`src/rtl/ram_burst_pkg.sv`:
```
// Shared state encoding, default widths and response-buffer depth for the RAM burst initiator.
package ram_burst_pkg;

  localparam int DEF_ADDR_WIDTH = 8;
  localparam int DEF_DATA_WIDTH = 8;
  localparam int DEF_LEN_WIDTH  = 8;
  localparam int RESP_DEPTH     = 2;

  typedef enum logic [1:0] {
    IDLE,
    WRITE,
    READ,
    DRAIN
  } burst_state_e;

endpackage

```
`src/rtl/ram_burst_resp_fifo.sv`:
```
// Two-entry read-response buffer carrying {data,last}; head is visible combinationally, one-cycle push-to-head latency.
// Caller must never push when full; the initiator's issue gate (count + inflight < depth) guarantees it.
module ram_burst_resp_fifo
  import ram_burst_pkg::*;
#(
  parameter int DW = DEF_DATA_WIDTH
) (
  input  logic          clk,
  input  logic          rst_n,
  input  logic          push,
  input  logic [DW-1:0] push_data,
  input  logic          push_last,
  input  logic          pop,
  output logic [DW-1:0] head_data,
  output logic          head_last,
  output logic [1:0]    count
);

  logic [DW-1:0] data_mem [RESP_DEPTH];
  logic          last_mem [RESP_DEPTH];
  logic          wr_ptr;
  logic          rd_ptr;

  always_ff @(posedge clk or negedge rst_n) begin
    if (!rst_n) begin
      wr_ptr <= 1'b0;
      rd_ptr <= 1'b0;
      count  <= 2'd0;
      for (int i = 0; i < RESP_DEPTH; i++) begin
        data_mem[i] <= '0;
        last_mem[i] <= 1'b0;
      end
    end else begin
      if (push) begin
        data_mem[wr_ptr] <= push_data;
        last_mem[wr_ptr] <= push_last;
        wr_ptr           <= ~wr_ptr;
      end
      if (pop) begin
        rd_ptr <= ~rd_ptr;
      end
      count <= count + {1'b0, push} - {1'b0, pop};
    end
  end

  assign head_data = data_mem[rd_ptr];
  assign head_last = last_mem[rd_ptr];

endmodule

```
`src/rtl/ram_burst_initiator.sv`:
```
// Burst initiator for one RAM port: first request the cycle after command accept; reads buffered in a 2-entry FIFO.
// Response backpressure throttles read issue to 2 outstanding; RAM_BURST_STATS_EN adds beat/stall counters.
module ram_burst_initiator
  import ram_burst_pkg::*;
#(
  parameter int ADDR_WIDTH = DEF_ADDR_WIDTH,
  parameter int DATA_WIDTH = DEF_DATA_WIDTH,
  parameter int LEN_WIDTH  = DEF_LEN_WIDTH
) (
  input  logic                  clk,
  input  logic                  rst_n,
  input  logic                  cmd_valid,
  output logic                  cmd_ready,
  input  logic                  cmd_we,
  input  logic [ADDR_WIDTH-1:0] cmd_addr,
  input  logic [LEN_WIDTH-1:0]  cmd_len,
  input  logic                  wdata_valid,
  output logic                  wdata_ready,
  input  logic [DATA_WIDTH-1:0] wdata,
  output logic                  rdata_valid,
  input  logic                  rdata_ready,
  output logic [DATA_WIDTH-1:0] rdata,
  output logic                  rdata_last,
  output logic                  ram_valid,
  input  logic                  ram_ready,
  output logic                  ram_we,
  output logic [ADDR_WIDTH-1:0] ram_addr,
  output logic [DATA_WIDTH-1:0] ram_data,
  input  logic [DATA_WIDTH-1:0] ram_q,
  output logic                  busy,
  output logic                  done
`ifdef RAM_BURST_STATS_EN
  ,
  output logic [31:0]           stat_beats,
  output logic [31:0]           stat_stalls
`endif
);

  localparam logic [1:0] DEPTH = 2'(RESP_DEPTH);

  burst_state_e          state;
  burst_state_e          state_nxt;
  logic [ADDR_WIDTH-1:0] addr_q;
  logic [LEN_WIDTH-1:0]  remain_q;
  logic                  inflight_q;
  logic                  inflight_last_q;
  logic                  done_q;
  logic [1:0]            fifo_count;
  logic                  fifo_pop;
  logic                  ram_xfer;
  logic                  last_beat;
  logic                  read_ok;

  assign ram_xfer    = ram_valid && ram_ready;
  assign last_beat   = (remain_q == '0);
  // In-flight read counts against the buffer so its result always has a slot.
  assign read_ok     = (fifo_count + {1'b0, inflight_q}) < DEPTH;
  assign rdata_valid = (fifo_count != 2'd0);
  assign fifo_pop    = rdata_valid && rdata_ready;
  assign cmd_ready   = (state == IDLE);
  assign busy        = (state != IDLE);
  assign done        = done_q;
  assign ram_addr    = addr_q;

  always_comb begin
    state_nxt   = state;
    ram_valid   = 1'b0;
    ram_we      = 1'b0;
    ram_data    = '0;
    wdata_ready = 1'b0;
    case (state)
      IDLE: begin
        if (cmd_valid) state_nxt = cmd_we ? WRITE : READ;
      end
      WRITE: begin
        ram_valid   = wdata_valid;
        ram_we      = 1'b1;
        ram_data    = wdata;
        wdata_ready = ram_ready;
        if (wdata_valid && ram_ready && last_beat) state_nxt = IDLE;
      end
      READ: begin
        ram_valid = read_ok;
        if (read_ok && ram_ready && last_beat) state_nxt = DRAIN;
      end
      DRAIN: begin
        if (fifo_count == 2'd0 && !inflight_q) state_nxt = IDLE;
      end
      default: state_nxt = IDLE;
    endcase
  end

  always_ff @(posedge clk or negedge rst_n) begin
    if (!rst_n) begin
      state           <= IDLE;
      addr_q          <= '0;
      remain_q        <= '0;
      inflight_q      <= 1'b0;
      inflight_last_q <= 1'b0;
      done_q          <= 1'b0;
    end else begin
      state           <= state_nxt;
      done_q          <= (state != IDLE) && (state_nxt == IDLE);
      inflight_q      <= ram_xfer && !ram_we;
      inflight_last_q <= last_beat;
      if (state == IDLE && cmd_valid) begin
        addr_q   <= cmd_addr;
        remain_q <= cmd_len;
      end else if (ram_xfer) begin
        addr_q   <= addr_q + 1'b1;
        remain_q <= remain_q - 1'b1;
      end
    end
  end

  ram_burst_resp_fifo #(
    .DW(DATA_WIDTH)
  ) u_resp_fifo (
    .clk      (clk),
    .rst_n    (rst_n),
    .push     (inflight_q),
    .push_data(ram_q),
    .push_last(inflight_last_q),
    .pop      (fifo_pop),
    .head_data(rdata),
    .head_last(rdata_last),
    .count    (fifo_count)
  );

`ifdef RAM_BURST_STATS_EN
  always_ff @(posedge clk or negedge rst_n) begin
    if (!rst_n) begin
      stat_beats  <= '0;
      stat_stalls <= '0;
    end else begin
      if (ram_xfer && stat_beats != '1) stat_beats <= stat_beats + 32'd1;
      if (ram_valid && !ram_ready && stat_stalls != '1) stat_stalls <= stat_stalls + 32'd1;
    end
  end
`endif

endmodule

```
`config.mk`:
```
export PLATFORM = sky130hd
export DESIGN_NAME = ram_burst_initiator
export DESIGN_NICKNAME = d
export VERILOG_FILES = /design/src/rtl/ram_burst_pkg.sv /design/src/rtl/ram_burst_resp_fifo.sv /design/src/rtl/ram_burst_initiator.sv
export SDC_FILE = /design/constraint.sdc
export NUM_CORES = 1
export LEC_CHECK = 0
export ABC_CLOCK_PERIOD_IN_PS = 4300
export BUFFER_PORTS_ARGS = -buffer_cell sky130_fd_sc_hd__clkbuf_2
export CAP_MARGIN = 10
export CORE_ASPECT_RATIO = 0.6
export CORE_MARGIN = 5
export CORE_UTILIZATION = 50
export DETAILED_ROUTE_END_ITERATION = 12
export GPL_ROUTABILITY_DRIVEN = 0
export PLACE_DENSITY = 0.89
export SLEW_MARGIN = 10
export SYNTH_ARGS = -nofsm -noshare
export SYNTH_HDL_FRONTEND = slang
export SYNTH_SLANG_ARGS = --single-unit
```
`constraint.sdc`:
```
create_clock -name clk -period 4.3 [get_ports clk]
set_input_delay 0 -clock clk [delete_from_list [all_inputs] [get_ports clk]]
set_output_delay 0 -clock clk [all_outputs]
set_load 0.01 [all_outputs]
```
### After elaboration in Yosys (flattened, before gate mapping)

Index checks and enable logic that the tools add are counted.

| word-level totals | value |
|---|---|
| RAM bits | 0 |
| memories | 0 |
| output and inout port bits | 32 |
| register bits | 43 |
| latch bits | 0 |
| memory bits (read-only) | 0 |

| cells by class | value |
|---|---|
| reduce and logical (&&, ||, !) cells | 20 |
| bitwise gates (word level) | 4 |
| shift-type cells | 0 |
| div/mod/pow operators | 0 |
| multiplexer cells | 26 |
| multiply operators | 0 |
| equal/unequal tests | 3 |
| add/sub/neg operators | 4 |
| $lt $le $gt $ge | 4 |

Operators with widths:

| cell | count |
|---|---|
| 8-bit 2-to-1 mux | 9 |
| 16-bit bitwise mux | 1 |
| 1-bit logical AND | 11 |
| 2-bit 2-to-1 mux | 5 |
| 8-bit by 1-bit adder with 8-bit output (second input constant) | 1 |
| 8-bit demux with 1-bit select | 1 |
| 8-bit logical NOT | 1 |
| 2-bit case mux with 4 select lines | 1 |
| 8-bit by 1-bit subtractor with 8-bit output (second input constant) | 1 |
| 2-bit logical NOT | 3 |
| 1-bit 2-to-1 mux | 6 |
| 2-bit nonzero test | 3 |
| 2-bit equality test (second input constant) | 2 |
| 2-bit >= comparator (second input constant) | 2 |
| 1-bit NOT with 2-bit output | 2 |
| 2-bit by 1-bit adder with 2-bit output | 1 |
| 2-bit bitwise mux | 1 |
| 2-bit by 1-bit equality test with 1-bit output (second input constant) | 1 |
| 1-bit logical NOT | 2 |
| 2-bit by 1-bit < comparator with 1-bit output (second input constant) | 1 |
| 2-bit < comparator (second input constant) | 1 |
| 1-bit NOT | 2 |
| 1-bit case mux with 2 select lines | 1 |
| 2-bit by 1-bit subtractor with 2-bit output | 1 |
| 1-bit demux with 1-bit select | 1 |

### Longest topological paths before layout

| logic depth | value |
|---|---|
| word-level depth | 8 |
| mapped depth | 7 |
| mapped depth without buffers | 6 |

### Cells and area by module

From an unflattened synthesis, not the netlist that was laid out.

| second synthesis, totals | value |
|---|---|
| cells, all modules | 225 |
| area total of the unflattened synthesis | 2362.3 um2 |

By module, submodules not included:

| module | instances | cells each | area each (um2) |
|---|---|---|---|
| ram_burst_initiator | 1 | 164 | 1375.1 |
| ram_burst_resp_fifo | 1 | 61 | 987.2 |

### Least setup slack after synthesis

OpenSTA, ideal clock, no wires.

| timing | value |
|---|---|
| kind | reg-to-reg |
| start | register state[0] |
| end | register addr_q[7] (netlist: ram_addr[7]) |
| data arrival time | 1747 ps |
| setup slack | 2471 ps |
| period minus slack after synthesis | 1829 ps |
| buffers on the path | 0 |
| cell stages (with the launch flop) | 7 |
| data required time | 4218 ps |
| path through | dfrtp_1 inv_1 ha_1 nand3_1 o21a_1 or4_1 a31oi_1 |

| on the way | value |
|---|---|
| cells in the longest elaborated chain, start to end | 4 |
| elaborated cells on any way between the ends | 8 |

Ends and longest elaborated chain:

| element | line | RTL |
|---|---|---|
| from (decl) | ram_burst_initiator.sv:41 | `burst_state_e state;` |
| from (signal assigned) | ram_burst_initiator.sv:102 | `state <= state_nxt;` |
| 2-bit equality test or 2-bit by 1-bit equality test with 1-bit output (tied branches) | ram_burst_initiator.sv:71 | `case (state)` |
| 1-bit case mux with 2 select lines | ram_burst_initiator.sv:71 |  |
| 1-bit logical AND | ram_burst_initiator.sv:54 | `assign ram_xfer = ram_valid && ram_ready;` |
| 2-bit nonzero test (no line) | n/a |  |
| to (signal assigned) | ram_burst_initiator.sv:107 | `addr_q <= cmd_addr;` |
| to (signal assigned) | ram_burst_initiator.sv:110 | `addr_q <= addr_q + 1'b1;` |
| to (decl) | ram_burst_initiator.sv:43 | `logic [ADDR_WIDTH-1:0] addr_q;` |

Parallel ways exist; a longest one is shown, timed or not.
A chain may end at the register's enable or synchronous reset.

### Final worst setup path

| timing | value |
|---|---|
| start | register state[1] |
| end | register remain_q[5] |

| on the way | value |
|---|---|
| cells in the longest elaborated chain, start to end | 4 |
| elaborated cells on any way between the ends | 8 |

Ends and longest elaborated chain:

| element | line | RTL |
|---|---|---|
| 2-bit equality test or 2-bit by 1-bit equality test with 1-bit output (tied branches) | ram_burst_initiator.sv:71 |  |
| 1-bit case mux with 2 select lines | ram_burst_initiator.sv:71 |  |
| 1-bit logical AND | ram_burst_initiator.sv:54 |  |
| 2-bit nonzero test (no line) | n/a |  |
| to (signal assigned) | ram_burst_initiator.sv:108 | `remain_q <= cmd_len;` |
| to (signal assigned) | ram_burst_initiator.sv:111 | `remain_q <= remain_q - 1'b1;` |
| to (decl) | ram_burst_initiator.sv:44 | `logic [LEN_WIDTH-1:0] remain_q;` |

Parallel ways exist; a longest one is shown, timed or not.

==> metrics.cfg <==
[drt]
vias = 1961
wl_um = 5352
drt-wirelength-per-cell_um = 14.46
drt_iter0_markers = 115
vias_per_cell = 5.300
antenna_left = 0
drt_first_pass_iters = 4
drc_errors = 0

[final_layout]
fin_util = 0.6701
seq_area_sq_mm = 0.001076
final_cells = 370
drive_above_1_share = 0.3616
area_growth_pct = 31.83
multi_input_area_sq_mm = 0.001147
final_net_count = 354
antenna_cells = 0
fillers = 358

[clock_network]
htreeDepth = 2
clock-root-buffer = clkbuf_8
cts_tree = built
cts_buffer_depth = 2
cts_made_buffers = 5
cts_resized = 0
clkLatencyLatePin_ns = 0.30
postCtsHoldBufs = 23
cts_setup_buffers = 0
cts.clk_slew.worst_paths_ns = 0.08
cts_sinks = 43

[logic_synthesis]
avgSynthCellArea_sq_um = 10.68
ys.flop_type = dfrtp_1
yosysSeqAreaShare = 0.4687
synth_commonest_cells = 43 x dfrtp_1, 28 x mux2_2, 14 x nand2_1
synth-async-reset-ratio = 1.000
yosys_warnings = 0
netlist_area_sq_mm = 0.002296
syn_inst = 215
netlist.area_leader.share = 0.4687
synth_fp_nets = 262
yosysUniqueCellTypes = 39
synthTopCellsByArea = dfrtp_1 47%, mux2_2 14%, ha_1 4.4%
synth_edf_count = 0
synth_seq_cells = 43
synth_top_cell_by_area = dfrtp_1
synth_most_common_cell = dfrtp_1

[place]
dp.cells = 340
dpl.hpwl_um = 3887
port_buffers = 70

[floorplan]
fp.coreArea_sq_mm = 0.004517
num_io_pins = 71
initial_utilization = 0.5083
fp-row-count = 19
dieHeight_um = 62.49
die_w_um = 97.48
die_area_sq_mm = 0.006092

[power_and_ir_drop]
leakage_nw = 1.412
ir_drop_v = 0.0003250
pwr_density_cell_mw_per_mm2 = 659.7

[run]
cap_viol_max_count = 0

[grt]
grt_start_max_net_pins = 44
antenna_found_initial = 0
grt-ovfl-total = 0
grt_use_total = 0.1855
grt_pass1_vias = 1917
grt_pass1_wl_um = 9142

[sta]
finalCritPeriodShare = 0.5472
rsz0062_at_grt = no
hold_viol = 0
max_slew_margin = 0.3082
finalSetupTns_ns = 0
setup_viol = 0
worst_pin_slew_ns = 1.038
clock-skew-final_ns = 0.009735
fmax_mhz = 425.0
period_minus_slack_ns = 2.353
timing.hold.ws_ns = 0.009840
slew_viol_final = 0

[critical_path]
worstPathCellList = inv_1, ha_1, nand4_1, o21a_1, or4_1, a31oi_1
cp_slowest_cell = or4_1
path_max_fanout = 17
max_stage_delay_ns = 0.55
path_delay_family = simple AND/OR/NAND/NOR gates
end_kind = flip-flop
critical_path_class = reg -> reg
crit_required_ns = 4.50
r2r-start = state[1]
crit_buf_inv = 1
crit_arrival_ns = 2.56
cp-start-kind = flip-flop
crit_start = state[1]

[min_path]
worstHoldStart = cmd_we
worstHoldPathType = in -> reg

[run_status]
status = complete, no violations

[tightest hold or removal path, delay by kind of cell]
| kind | cells | cell delay [ns] |
|---|---|---|
| compound gates | 1 | 0.11 |
| simple gates | 1 | 0.05 |
| buf+inv | 1 | 0.10 |
[per-stage QoR]
| step | setup WS, ns | cell area (sq um) | total power, mW |
|---|---|---|---|
| 2_1_floorplan | 2.471 | 2296 | 1.375 |
| 3_3_place_gp | 2.171 | 2694 | 1.630 |
| 3_5_place_dp | 1.975 | 2694 | 1.681 |
| 4_1_cts | 1.950 | 3027 | 2.005 |
| 5_1_grt | 1.728 | 3027 | 2.162 |
| 6_report | 1.947 | 3027 | 1.997 |
[layout make-up]
class / count / area share
Multi-Input combinational cell: 153 / 0.3791
Tap cell: 63 / 0.02604
Clock buffer: 6 / 0.02398
Clock inverter: 1 / 0.009921
Inverter: 11 / 0.01364
Sequential cell: 43 / 0.3555
Timing Repair Buffer: 93 / 0.1918
[cell families (layout without fill, tap and decap cells)]
logic type | count (synthesis) | after routing | synth area share
AOI/OAI and AO/OA | 36 | 36 | 0.1068
xor gates and xnor gates | 8 | 8 | 0.03052
adders and majority gates | 8 | 8 | 0.04360
buffers and inverters | 19 | 111 | 0.03161
DFF | 43 | 43 | 0.4687
muxes | 32 | 32 | 0.1548
and+or+nand+nor | 69 | 69 | 0.1640
[layer usage]
layer	wire length (um)	up-vias	GRT usage
met2	2531	65	0.2858
met1	2349	926	0.2444
li1	-	958	-
met5	0	-	0
met3	390	12	0.05686
met4	79	0	0.07427
[cell usage in the layout (no fill, tap or decap), types with 2 or more instances in the layout]
cell type	Yosys	layout
nand4_1	4	4
nor3_1	3	3
nor2_1	11	11
a22oi_1	2	2
or4_1	3	3
xor2_1	3	3
inv_1	11	11
or2_2	3	3
nor2b_1	2	2
nand2b_1	3	3
mux2i_1	4	4
nand2_1	14	14
o211ai_1	2	2
dfrtp_1	43	43
o31ai_1	3	3
dlygate4sd3_1	0	23
nand3_1	5	5
a31o_2	2	2
or3_1	5	5
clkbuf_2	0	70
o21ai_0	8	8
ha_1	8	8
clkbuf_8	0	5
a21oi_1	2	2
a31oi_1	8	8
mux2_2	28	28
xnor2_1	5	5
and2_1	13	13
[final timing paths]
check,to,slack [ns],cells past startpoint
max in group asynchronous,u_resp_fifo.last_mem[0],3.24,2
min in group asynchronous,done,0.42,2
hold / removal,state[1],0.01,3
setup reg to reg,remain_q[5],1.95,6
hold reg to reg,u_resp_fifo.wr_ptr,0.50,1
setup / recovery,remain_q[5],1.95,6
[sequential cells by signal, summed over array words and instances, names as in the netlist, 2 cells and up]
name / count
ram_addr: 8
remain_q: 8
state: 2
u_resp_fifo.count: 2
u_resp_fifo.data_mem: 16
u_resp_fifo.last_mem: 2
[report_power, final]
group,switching (mW),internal [mW],leakage (nW)
registers,0.168,0.590,0.508
clock network,0.132,0.170,0.0513
logic,0.481,0.455,0.853
total,0.781,1.22,1.41
No activity file was read; power rests on OpenSTA's default activity.
